==> src/rtl/uart_pkg.sv <==
// Definitions shared by the UART receiver and transmitter: FSM state
// encoding, parity-mode constants and the bit-vote helper.
package uart_pkg;

  typedef enum logic [2:0] {
    ST_IDLE,
    ST_START,
    ST_DATA,
    ST_PARITY,
    ST_STOP,
    ST_BREAK_WAIT
  } uart_state_e;

  localparam int PAR_NONE = 0;
  localparam int PAR_ODD  = 1;
  localparam int PAR_EVEN = 2;

  // Bit value decided by two-of-three agreement between mid-bit samples.
  function automatic logic majority3(input logic a, input logic b, input logic c);
    return (a & b) | (a & c) | (b & c);
  endfunction

endpackage

==> src/rtl/uart_baud_tick.sv <==
// Oversampling tick generator: one-cycle tick every DIV clocks and a
// sample counter (0..OVERSAMPLE-1) advanced by each tick. Both restart
// on request so sampling lines up with a detected start edge.
module uart_baud_tick #(
  parameter int CLOCK_FREQ = 100_000_000,
  parameter int BAUD       = 115200,
  parameter int OVERSAMPLE = 16
) (
  input  logic                          clk,
  input  logic                          rstn,
  input  logic                          restart,
  output logic                          tick,
  output logic [$clog2(OVERSAMPLE)-1:0] sample_cnt
);

  localparam int DIV = CLOCK_FREQ / (BAUD * OVERSAMPLE);
  localparam int DW  = (DIV > 1) ? $clog2(DIV) : 1;
  localparam int SW  = $clog2(OVERSAMPLE);

  localparam logic [DW-1:0] DIV_LAST = DW'(DIV - 1);
  localparam logic [SW-1:0] S_LAST   = SW'(OVERSAMPLE - 1);

  if (DIV < 1) begin : g_bad_div
    $error("uart_baud_tick: CLOCK_FREQ/(BAUD*OVERSAMPLE) must be at least 1");
  end

  logic [DW-1:0] div_cnt;

  assign tick = (div_cnt == DIV_LAST);

  // Divider and sample counter; restart takes priority over a pending tick.
  always_ff @(posedge clk) begin
    if (!rstn) begin
      div_cnt    <= '0;
      sample_cnt <= '0;
    end else if (restart) begin
      div_cnt    <= '0;
      sample_cnt <= '0;
    end else if (tick) begin
      div_cnt    <= '0;
      sample_cnt <= (sample_cnt == S_LAST) ? '0 : sample_cnt + 1'b1;
    end else begin
      div_cnt    <= div_cnt + 1'b1;
    end
  end

endmodule

==> src/rtl/uart_rx_param.sv <==
// Parameterised UART receiver: synchronised, majority-voted sampling,
// optional parity, 1 or 2 stop bits, break handling and a single-entry
// valid/ready output register that drops frames (with overrun) when full.
module uart_rx_param
  import uart_pkg::*;
#(
  parameter int CLOCK_FREQ = 100_000_000,
  parameter int BAUD       = 115200,
  parameter int DATA_BITS  = 8,
  parameter int PARITY     = 0,
  parameter int STOP_BITS  = 1,
  parameter int OVERSAMPLE = 16
) (
  input  logic                 clk,
  input  logic                 rstn,
  input  logic                 rx,
  output logic [DATA_BITS-1:0] m_data,
  output logic                 m_valid,
  input  logic                 m_ready,
  output logic                 m_frame_err,
  output logic                 m_parity_err,
  output logic                 overrun,
  output logic                 busy
);

  localparam int SW = $clog2(OVERSAMPLE);

  localparam logic [SW-1:0] S_LO   = SW'(OVERSAMPLE / 2 - 1);
  localparam logic [SW-1:0] S_MID  = SW'(OVERSAMPLE / 2);
  localparam logic [SW-1:0] S_HI   = SW'(OVERSAMPLE / 2 + 1);
  localparam logic [SW-1:0] S_LAST = SW'(OVERSAMPLE - 1);
  localparam logic [3:0]    B_LAST = 4'(DATA_BITS - 1);
  localparam logic          STOP_LAST = 1'(STOP_BITS - 1);

  if (DATA_BITS < 5 || DATA_BITS > 9) begin : g_bad_data_bits
    $error("uart_rx_param: DATA_BITS must be 5..9");
  end
  if (PARITY < PAR_NONE || PARITY > PAR_EVEN) begin : g_bad_parity
    $error("uart_rx_param: PARITY must be 0, 1 or 2");
  end
  if (STOP_BITS < 1 || STOP_BITS > 2) begin : g_bad_stop_bits
    $error("uart_rx_param: STOP_BITS must be 1 or 2");
  end
  if (OVERSAMPLE < 8 || OVERSAMPLE > 16 || (OVERSAMPLE % 2) != 0) begin : g_bad_oversample
    $error("uart_rx_param: OVERSAMPLE must be even, 8..16");
  end

  logic rx_meta, rx_sync;
  logic [1:0] sync_fill;
  logic armed;

  uart_state_e state, state_next;
  logic restart, tick;
  logic [SW-1:0] sample_cnt;
  logic samp_lo, samp_mid;
  logic vote, vote_now, bit_end;

  logic [DATA_BITS-1:0] shreg, shreg_next;
  logic [3:0] bit_cnt, bit_cnt_next;
  logic par_acc, par_acc_next;
  logic par_err_q, par_err_next;
  logic frame_acc, frame_acc_next;
  logic stop_cnt, stop_cnt_next;
  logic done, done_ferr;

  uart_baud_tick #(
    .CLOCK_FREQ (CLOCK_FREQ),
    .BAUD       (BAUD),
    .OVERSAMPLE (OVERSAMPLE)
  ) u_tick (
    .clk        (clk),
    .rstn       (rstn),
    .restart    (restart),
    .tick       (tick),
    .sample_cnt (sample_cnt)
  );

  // Two-flop synchroniser; the line is only trusted for a start edge once
  // real samples have filled the chain and shown an idle (high) level.
  // NOTE: sequential state uses <= so every flop samples pre-edge values.
  always_ff @(posedge clk) begin
    if (!rstn) begin
      rx_meta   <= 1'b1;
      rx_sync   <= 1'b1;
      sync_fill <= 2'd0;
      armed     <= 1'b0;
    end else begin
      rx_meta <= rx;
      rx_sync <= rx_meta;
      if (sync_fill != 2'd2) sync_fill <= sync_fill + 2'd1;
      else if (rx_sync)      armed     <= 1'b1;
    end
  end

  // Capture the first two of the three mid-bit samples; the third is live.
  always_ff @(posedge clk) begin
    if (!rstn) begin
      samp_lo  <= 1'b1;
      samp_mid <= 1'b1;
    end else if (tick) begin
      if (sample_cnt == S_LO)  samp_lo  <= rx_sync;
      if (sample_cnt == S_MID) samp_mid <= rx_sync;
    end
  end

  assign vote     = majority3(samp_lo, samp_mid, rx_sync);
  assign vote_now = tick && (sample_cnt == S_HI);
  assign bit_end  = tick && (sample_cnt == S_LAST);
  assign busy     = (state != ST_IDLE);

  // Receive FSM state and per-frame datapath registers.
  always_ff @(posedge clk) begin
    if (!rstn) begin
      state     <= ST_IDLE;
      shreg     <= '0;
      bit_cnt   <= '0;
      par_acc   <= 1'b0;
      par_err_q <= 1'b0;
      frame_acc <= 1'b0;
      stop_cnt  <= 1'b0;
    end else begin
      state     <= state_next;
      shreg     <= shreg_next;
      bit_cnt   <= bit_cnt_next;
      par_acc   <= par_acc_next;
      par_err_q <= par_err_next;
      frame_acc <= frame_acc_next;
      stop_cnt  <= stop_cnt_next;
    end
  end

  // Next-state and datapath updates; the frame completes at the last stop vote.
  always_comb begin
    // NOTE: every output gets a default first so no path infers a latch.
    state_next     = state;
    restart        = 1'b0;
    shreg_next     = shreg;
    bit_cnt_next   = bit_cnt;
    par_acc_next   = par_acc;
    par_err_next   = par_err_q;
    frame_acc_next = frame_acc;
    stop_cnt_next  = stop_cnt;
    done           = 1'b0;
    done_ferr      = 1'b0;

    unique case (state)
      ST_IDLE: begin
        if (armed && !rx_sync) begin
          state_next     = ST_START;
          restart        = 1'b1;
          bit_cnt_next   = '0;
          par_acc_next   = 1'b0;
          par_err_next   = 1'b0;
          frame_acc_next = 1'b0;
          stop_cnt_next  = 1'b0;
        end
      end

      ST_START: begin
        if (vote_now && vote) state_next = ST_IDLE;
        else if (bit_end)     state_next = ST_DATA;
      end

      ST_DATA: begin
        if (vote_now) begin
          shreg_next   = {vote, shreg[DATA_BITS-1:1]};
          par_acc_next = par_acc ^ vote;
        end
        if (bit_end) begin
          if (bit_cnt == B_LAST) begin
            bit_cnt_next = '0;
            state_next   = (PARITY != PAR_NONE) ? ST_PARITY : ST_STOP;
          end else begin
            bit_cnt_next = bit_cnt + 4'd1;
          end
        end
      end

      ST_PARITY: begin
        if (vote_now)
          par_err_next = (PARITY == PAR_ODD) ? ~(par_acc ^ vote) : (par_acc ^ vote);
        if (bit_end) state_next = ST_STOP;
      end

      ST_STOP: begin
        if (vote_now) begin
          if (stop_cnt == STOP_LAST) begin
            done       = 1'b1;
            done_ferr  = frame_acc | ~vote;
            state_next = (done_ferr && !rx_sync) ? ST_BREAK_WAIT : ST_IDLE;
          end else begin
            frame_acc_next = frame_acc | ~vote;
          end
        end
        if (bit_end) stop_cnt_next = 1'b1;
      end

      ST_BREAK_WAIT: begin
        if (rx_sync) state_next = ST_IDLE;
      end

      default: state_next = ST_IDLE;
    endcase
  end

  // Single-entry output register: load when empty or being drained,
  // otherwise drop the new frame and flag overrun for one cycle.
  always_ff @(posedge clk) begin
    if (!rstn) begin
      m_data       <= '0;
      m_valid      <= 1'b0;
      m_frame_err  <= 1'b0;
      m_parity_err <= 1'b0;
      overrun      <= 1'b0;
    end else begin
      overrun <= 1'b0;
      if (done && (!m_valid || m_ready)) begin
        m_valid      <= 1'b1;
        m_data       <= shreg;
        m_frame_err  <= done_ferr;
        m_parity_err <= (PARITY != PAR_NONE) && par_err_q;
      end else begin
        if (m_valid && m_ready) m_valid <= 1'b0;
        if (done)               overrun <= 1'b1;
      end
    end
  end

endmodule

==> config.mk <==
export PLATFORM = sky130hd
export DESIGN_NAME = uart_rx_param
export DESIGN_NICKNAME = d
export VERILOG_FILES = /design/src/rtl/uart_pkg.sv /design/src/rtl/uart_baud_tick.sv /design/src/rtl/uart_rx_param.sv
export SDC_FILE = /design/constraint.sdc
export NUM_CORES = 1
export LEC_CHECK = 0
export CORE_UTILIZATION = 42
export DETAILED_ROUTE_END_ITERATION = 10
export GPL_TIMING_DRIVEN = 0
export PLACE_DENSITY = 0.64
export SYNTH_ARGS = -nofsm -noshare
export SYNTH_HDL_FRONTEND = slang
export SYNTH_HIERARCHICAL = 1
export SYNTH_SLANG_ARGS = --single-unit
==> constraint.sdc <==
create_clock -name clk -period 2.82 [get_ports clk]
set_clock_uncertainty 0.2 [all_clocks]
set_input_delay 0.282 -clock clk [delete_from_list [all_inputs] [get_ports clk]]
set_output_delay 0.282 -clock clk [all_outputs]
set_load 0.1 [all_outputs]
==> out/summary.md <==
- type of destination of the critical path: primary output
- number of nets in the synthesized netlist: 244
- DRT Pass-1 Iters: 4
- worst-path cell chain: buf_2 > nor3_1 > inv_1 > clkdlybuf4s50_1
- first-pass GRT wire length: 7160 um
- average size of a mapped cell: 8.91 um2
- Area Overhead vs Synth: 15.8%
- via density per instance: 5.28
- hold buffers post-CTS: 0
- Post-Syn Area: 2090 um2
- most used standard cells in the synthesized netlist: dfxtp_1, a21oi_1, nor2_1, nand3_1, mux2i_1
- Leak: 0.814 nW
- number of warnings reported in the yosys synthesis log: 6
- maximum number of pins on one net before global-route repair: 18
- Total Die Area: 5270 um2
- launching element type of the critical path: register
- total gr overflow: 0
- post-CTS clock slew at the launch and capture registers of the worst setup and hold paths: 0.09 ns
- CTS Root Cell: clkbuf_8
- H-tree Lvls: 2
- worst hold-check path type: register to register
- most frequently used flop master after synthesis: dfxtp_1
- Port Buffer Count: 15
- share of synthesized cell area in and, or, nand and nor gates: 25.9%
- number of vias in the routed layout: 1,717
- clock latency reported for the late side of the worst-skew pair: 0.30 ns
- detailed placer's ending HPWL: 2880 um
- required arrival time at the worst endpoint: 2.34 ns
- Fmax achieved: 382 MHz
- Max Buffers Root-to-Sink: 2
- DRC violations left: 0
- Setup violations, final: 0
- WP data arrival: 2.14 ns
- sink count of the clock tree: 45
- Worst Path Class, Setup: register to primary output
- headroom to the max-slew limit: 35.2%
- sequential share of the synthesized area: 43.0%
- number of cell rows: 25
- PD cells: 584 nW/um2
- transition time at the pin with the least slew margin: 0.968 ns
- die outline width: 72.6 um
- final period demand of the worst path: 2.62 ns
- max_cap viols: 0
- adder and majority cell fraction of the synthesized area: 3.46%
- final hold vios: 0
- final standard cell utilization of the core: 51.0%
- fraction of synthesized area in multiplexers: 5.26%
- Max Transition Viols Final: 0
- Worst IR Drop VDD: 0.308 mV
- starting density of the core: 44.1%
- crit-path leading delay family: buffers and inverters
- number of antenna cells inserted: 0
- via count of the first global-routing pass: 1,564
- largest family of logic cells by synthesized area: simple AND/OR/NAND/NOR gates
- Inserted Clock Buffers: 5
- library cell with the highest instance count after synthesis: dfxtp_1
- routed wire length: 4120 um
- XOR/XNOR Fraction of Synth Area: 1.67%
- global router's overall resource usage: 17.2%
- CTS tree: built
- ratio of final minimum period to clock period: 92.8%
- placed cell count: 317
- Finished Layout Cells: 325
- antenna violations before repair: 0
- maximum fanout along the worst path: 10
- #FFs+latches synth: 45
- count of nets left with antenna violations after detail routing: 0
- Iteration-0 DRC Markers: 89
- unrepaired setup endpoints after global routing: false
- placeable core region: 4750 um2
- Final GP Congestion: 0.759
- master of the slowest instance on the critical path: clkdlybuf4s50_1
- share of the synthesized area in the top cell type: 43.0%
- final total power: 1.42 mW
- postcts setup bufs: 0
- largest incremental delay on the critical path: 0.98 ns
- layout net count: 266
- aggregate negative setup slack: 0 ns
- count of distinct cell types in the synthesized netlist: 52
- post-synthesis async set-or-reset flop share: 0%
- number of I/O pins: 17
- compound-cell area share of the yosys netlist: 15.4%
- buffers and inverters on the worst path: 3
- proportion of layout cells with a drive suffix above 1: 8.91%
- Synth area leaders: dfxtp_1, a21oi_1, mux2i_1
- Post-Synthesis Cells: 235
- number of enable-type register cells in the synthesized netlist: 0
- result of the run: finished clean
- Routed wire per std cell: 12.7 um
- # resized after CTS: 0
- Synth area leader: dfxtp_1
- height of the die: 72.6 um
[routing by layer]
metal	vias up	routed length, um	global-route usage [%]
li1	889	-	-
met5	-	0	0
met3	4	133	3.31
met1	793	2080	23.5
met2	31	1880	27.3
met4	0	31	5.88
[metrics by stage]
stage               instance area (um2)  setup slack, ns  hold slack (ns)
global placement                   2330            0.311            0.190
floorplan                          2090            0.549            0.183
global route                       2430           0.0719            0.237
detailed placement                 2330            0.308            0.201
finish                             2430            0.203            0.218
CTS                                2430            0.176            0.225
[cells in the final DEF (no fill, tap or decap), types with 6 or more instances in the layout]
| master | Yosys | routed |
|---|---|---|
| dfxtp_1 | 45 | 45 |
| clkbuf_1 | 7 | 7 |
| nor2_1 | 20 | 20 |
| a21oi_1 | 23 | 23 |
| nand2_1 | 10 | 10 |
| nand2b_1 | 6 | 6 |
| inv_1 | 10 | 10 |
| mux2i_1 | 11 | 11 |
| nand3_1 | 18 | 18 |
| clkdlybuf4s50_1 | 0 | 15 |
| nor3_1 | 9 | 9 |
| o21ai_1 | 8 | 8 |
[flip-flops by register name, indices dropped and copies added (netlist names), 2 cells and up]
name,cells
m_data,8
shreg,8
u_tick/div_cnt,6
bit_cnt,4
u_tick/sample_cnt,4
state,3
sync_fill,2
[cell families (layout without fill, tap and decap cells)]
family                     after synthesis  after routing
and+or+nand+nor                         93             93
AOI/OAI and AO/OA                       52             52
DFF                                     45             45
buffers and inverters                   23             46
muxes                                   11             11
adders and majority gates                6              6
xor gates and xnor gates                 4              4
other                                    1              1
[final timing paths]
kind / startpoint / end / slack, ns / cells past startpoint
worst min register to register: rx_meta / rx_sync / 0.22 / 1
worst max-delay path: state[2] / busy / 0.20 / 4
worst min-delay path: rx_meta / rx_sync / 0.22 / 1
worst max register to register: u_tick/div_cnt[0] / state[2] / 0.24 / 7
[power breakdown]
group          switching [mW]  total [mW]  internal, mW
clock network           0.250       0.437         0.187
logic                   0.174       0.280         0.106
registers              0.0306       0.699         0.668
[cell type report]
| type | instances | area [um2] |
|---|---|---|
| Clock buffer | 5 | 68.8 |
| Buffer | 13 | 70.1 |
| Clock inverter | 3 | 28.8 |
| Inverter | 10 | 37.5 |
| Fill cell | 458 | 2330 |
| Multi-Input combinational cell | 167 | 1090 |
| Sequential cell | 45 | 901 |
| Tap cell | 67 | 83.8 |
| Timing Repair Buffer | 15 | 150 |
Power figures use the tool's default switching activity.
